--- src/rtl/fp32_mul_pipe.sv ---
// fp32_mul_pipe: pipelined FP32 multiplier (truncate, flush-to-zero) with valid/ready handshakes
//   clk, rst_n          clock, asynchronous active-low reset
//   in_valid/in_ready   operand handshake for a, b
//   out_valid/out_ready result handshake for result, flags {nan, overflow, underflow}
module fp32_mul_pipe (
  input  logic        clk,
  input  logic        rst_n,
  input  logic        in_valid,
  output logic        in_ready,
  input  logic [31:0] a,
  input  logic [31:0] b,
  output logic        out_valid,
  input  logic        out_ready,
  output logic [31:0] result,
  output logic [2:0]  flags
);
  logic        stall;
  logic        v0_q, v1_q, v2_q, ov_q;
  logic [31:0] a_q, b_q, res_q, res_d;
  logic [2:0]  flg_q, flg_d;
  logic        za, zb, ia, ib, na, nb;
  logic        sign1_q, nan1_q, inf1_q, zero1_q;
  logic        sign2_q, nan2_q, inf2_q, zero2_q;
  logic [9:0]  e1_d, e1_q, e2_d, e2_q;
  logic [24:0] p_d, p_q;
  logic [22:0] mant_d, mant_q;
  logic        ovf, unf;
  assign stall    = ov_q && !out_ready;
  assign in_ready = !stall;
  assign out_valid = ov_q;
  assign result    = res_q;
  assign flags     = flg_q;
  assign za = a_q[30:23] == 8'd0;
  assign zb = b_q[30:23] == 8'd0;
  assign ia = &a_q[30:23] && a_q[22:0] == 23'd0;
  assign ib = &b_q[30:23] && b_q[22:0] == 23'd0;
  assign na = &a_q[30:23] && |a_q[22:0];
  assign nb = &b_q[30:23] && |b_q[22:0];
  assign e1_d = {2'b0, a_q[30:23]} + {2'b0, b_q[30:23]} - 10'd127;
  // only product bits 47..23 survive truncating normalization
  assign p_d = 25'((48'({1'b1, a_q[22:0]}) * 48'({1'b1, b_q[22:0]})) >> 23);
  assign mant_d = p_q[24] ? p_q[23:1] : p_q[22:0];
  assign e2_d   = e1_q + {9'd0, p_q[24]};
  assign ovf = $signed(e2_q) >= 10'sd255;
  assign unf = $signed(e2_q) <= 10'sd0;
  assign res_d = nan2_q  ? 32'h7FC00000 :
                 inf2_q  ? {sign2_q, 8'hFF, 23'd0} :
                 zero2_q ? {sign2_q, 31'd0} :
                 ovf     ? {sign2_q, 8'hFF, 23'd0} :
                 unf     ? {sign2_q, 31'd0} :
                           {sign2_q, e2_q[7:0], mant_q};
  assign flg_d = nan2_q ? 3'b100 : (inf2_q || zero2_q) ? 3'b000 :
                 ovf ? 3'b010 : unf ? 3'b001 : 3'b000;
  always_ff @(posedge clk or negedge rst_n) begin
    if (!rst_n) begin
      v0_q <= 1'b0; v1_q <= 1'b0; v2_q <= 1'b0; ov_q <= 1'b0;
      a_q <= '0; b_q <= '0;
      sign1_q <= 1'b0; nan1_q <= 1'b0; inf1_q <= 1'b0; zero1_q <= 1'b0;
      e1_q <= '0; p_q <= '0;
      sign2_q <= 1'b0; nan2_q <= 1'b0; inf2_q <= 1'b0; zero2_q <= 1'b0;
      e2_q <= '0; mant_q <= '0;
      res_q <= '0; flg_q <= '0;
    end else if (!stall) begin
      v0_q    <= in_valid;
      a_q     <= a;
      b_q     <= b;
      v1_q    <= v0_q;
      sign1_q <= a_q[31] ^ b_q[31];
      nan1_q  <= na || nb || (ia && zb) || (ib && za);
      inf1_q  <= ia || ib;
      zero1_q <= za || zb;
      e1_q    <= e1_d;
      p_q     <= p_d;
      v2_q    <= v1_q;
      sign2_q <= sign1_q;
      nan2_q  <= nan1_q;
      inf2_q  <= inf1_q;
      zero2_q <= zero1_q;
      e2_q    <= e2_d;
      mant_q  <= mant_d;
      ov_q    <= v2_q;
      // bubbles leave result/flags at zero
      res_q   <= v2_q ? res_d : 32'd0;
      flg_q   <= v2_q ? flg_d : 3'd0;
    end
  end
endmodule

--- config.mk ---
export PLATFORM = sky130hd
export DESIGN_NAME = fp32_mul_pipe
export DESIGN_NICKNAME = d
export VERILOG_FILES = /design/src/rtl/fp32_mul_pipe.sv
export SDC_FILE = /design/constraint.sdc
export NUM_CORES = 2
export LEC_CHECK = 0
export CAP_MARGIN = 20
export CORE_ASPECT_RATIO = 0.5
export CORE_MARGIN = 2
export CORE_UTILIZATION = 40
export DETAILED_ROUTE_END_ITERATION = 10
export PLACE_DENSITY_LB_ADDON = 0.1
export SETUP_SLACK_MARGIN = 0.1
export SLEW_MARGIN = 0
export SYNTH_ARGS = -nofsm -noshare
export SYNTH_HDL_FRONTEND = slang
export SYNTH_SLANG_ARGS = --single-unit
--- constraint.sdc ---
create_clock -name clk -period 8.46 [get_ports clk]
set_input_delay 0.846 -clock clk [delete_from_list [all_inputs] [get_ports clk]]
set_output_delay 0.846 -clock clk [all_outputs]
set_load 0.01 [all_outputs]
==> metrics <==
result of the run finished clean; fin. max-slew vios 0; global router's overall resource usage 0.230; Synth Net Count 3,562; total number of nets in the final design 3,623; total detailed-routing wirelength 72,600 µm; root buffer cell clkbuf_16; most common cell after layout, fill and taps aside inv_1; routed len/inst 19.4 µm; vertical extent of the die 183 µm; number of failing hold endpoints at the final stage 0; number of buffers and inverters on the critical path 3; Netlist Area Pre-Place 25,700 µm²; M2 GR Usage 0.397; antenna violations before repair 0; final std cell area, no fill 28,400 µm²; post-detailed-route count of antenna-violating nets 0; met3 Use GR 0.0267; placer's final routability congestion estimate 0.886; # setup viols final 0; Critical Path Sink Type flop; Remaining DRCs 0; Most Crowded Layer GR met2; pin slew with the least headroom to its limit 1080 ps; instance count after placement with tap cells included 3,704; number of levels the H-tree was split into 4; class of the most critical setup path flop to flop; cell type group with the largest total delay on the critical path adder cells; ys flop type dfrtp_1; full die area 66,300 µm²; FF+latch count, synth 179; CTS tree yes; highest attainable clock frequency 131 MHz; kind of path behind the tightest hold check primary input to async pin; number of global-route vias before repair 20.0k; met1 demand-to-capacity share in global routing 0.314; number of search-and-repair iterations in the first detailed-routing pass 6; final setup slack of the worst path 837 ps; clock transition at the register clock pins on the worst setup and hold paths after CTS 80 ps; crit path time final 7620 ps; number of distinct library cells after synthesis 55; clock sink count 179; total gr overflow 0; Crit path arrival time 7930 ps; category of the worst setup path launch point flop; area of the core 63,300 µm²; cell with the largest stage delay on the worst path dfrtp_1; Yosys warning count 0; clock latency reported for the late side of the worst-skew pair 460 ps; maximum number of pins on one net before global-route repair 95; setup repair after global routing missed its margin false; portion of the post-synthesis area used by sequential elements 0.174; Post-Layout Cell Count 3,737; per-cell via count in the routed design 4.98; total negative slack 0 ps; Post-Syn Instances 2,826; top cells by area in the synthesized netlist fa_1 38%, dfrtp_1 17%, ha_1 9.1%, inv_1 8.5%, nand2_1 7.8%; Initial Util 0.406; cells resized by post-CTS repair 0; pre-CTS setup slack 826 ps; cell type contributing the most total cell area after synthesis fa_1; # hold bufs at CTS 0; starting DRC count in detailed routing 1,035; Maximum Capacitance Violations 0; EDFF count, synth 0; post-CTS setup buffers 0; Final Cycle Share 0.901; area added between synthesis and finish 10.7%; syn_area_per_cell 9.08 µm²; via count 18.6k; Cell Area, Placed 27,800 µm²; area share of the largest cell type after synthesis 0.376; share of synthesized registers carrying an async set or reset 1.00; Clock Path Buffers 2; maximum fanout along the worst path 22; worst stage delay on the critical path 970 ps; most frequent cell on the critical path fa_1; TritonCTS Buffers 17; die extent in x 362 µm; commonest cells after routing, fill and taps aside 579 x inv_1, 530 x nand2_1, 482 x fa_1; worst slew slack as a fraction of its limit 0.278; global-route wire length before repair 116,000 µm; Worst Clk Skew 14.6 ps; layout cells sized above 1 0.0417; total number of placement rows 65; detailed-placement wirelength estimate 57,200 µm; Worst Path Required 8760 ps; IO Pins 105; list of cells traversed by the critical path inv_1 > nor2_1 > fa_1 > fa_1 > inv_1 > fa_1 > inv_1 > fa_1 > fa_1 > fa_1 > fa_1 > ha_1 > a21oi_1 > o21ai_0 > o21bai_1 > a21oi_1 > o21ai_0 > a31oi_2 > o31ai_1 > xnor2_1 > a21oi_1; I/O Buffers 104
-- routing by layer --
| layer | wire [µm] | share of wire |
|---|---|---|
| met1 | 32500 | 0.45 |
| met4 | 1270 | 0.017 |
| met2 | 35900 | 0.49 |
| met3 | 2950 | 0.041 |
| met5 | 0 | 0 |
-- logic make-up after synthesis --
logic type,share of synthesized area
mux,0.00897
flops,0.174
simple gates,0.167
xor+xnor,0.0143
fa+ha+maj,0.467
compound gates,0.0610
buf+inv,0.108
-- cells in the mapped netlist, drive strengths merged (4+ instances only) --
cell type  number
a211oi          4
nand3          10
o21ai          93
clkinv          4
and2          240
dfrtp         179
a31oi           7
nor4           16
a22o           22
o21bai          7
a221oi          5
or3             4
a21oi          78
nor2           94
xor2           15
mux2i          23
buf             8
fa            482
xnor2          27
inv           580
o21a            7
clkbuf        132
ha            186
nand2         530
nor3            6
a21o           16
nand4          20
nor2b           4
-- flip-flops by register name, summed over array words and instances, names as in the netlist, 3 cells and up --
signal	cells
e1_q	10
a_q	32
b_q	32
e2_q	10
mant_q	23
p_q	25
result	32
flags	3
-- worst paths after layout --
| check | startpoint | end | slack [ps] | depth (start not counted) |
|---|---|---|---|---|
| worst min-delay path | rst_n | a_q[31] | 370 | 1 |
| worst max register to register | a_q[22] | p_q[21] | 840 | 21 |
| min in group clk | v0_q | v0_q | 470 | 2 |
| max in group asynchronous | rst_n | a_q[4] | 6050 | 3 |
| worst min register to register | v0_q | v0_q | 470 | 2 |
| worst max-delay path | a_q[22] | p_q[21] | 840 | 21 |
-- stage by stage --
step           hold slack [ps]   util
2_1_floorplan              439      -
3_3_place_gp               450  0.439
3_5_place_dp               455  0.439
4_1_cts                    388  0.449
5_1_grt                    400  0.449
6_report                   370  0.449
-- final cells by class --
cell class / count / area [µm²]
clock buffer: 20 / 457
multi-input combinational: 1923 / 18400
tap: 837 / 1050
inverter: 584 / 2190
clock inverter: 11 / 146
fill: 6291 / 34900
antenna: 1 / 2.50
sequential: 179 / 4480
timing repair buffer: 182 / 1650
Power is not shown: default switching activity piles up to over one toggle a cycle in this logic, so the estimate is an artifact.
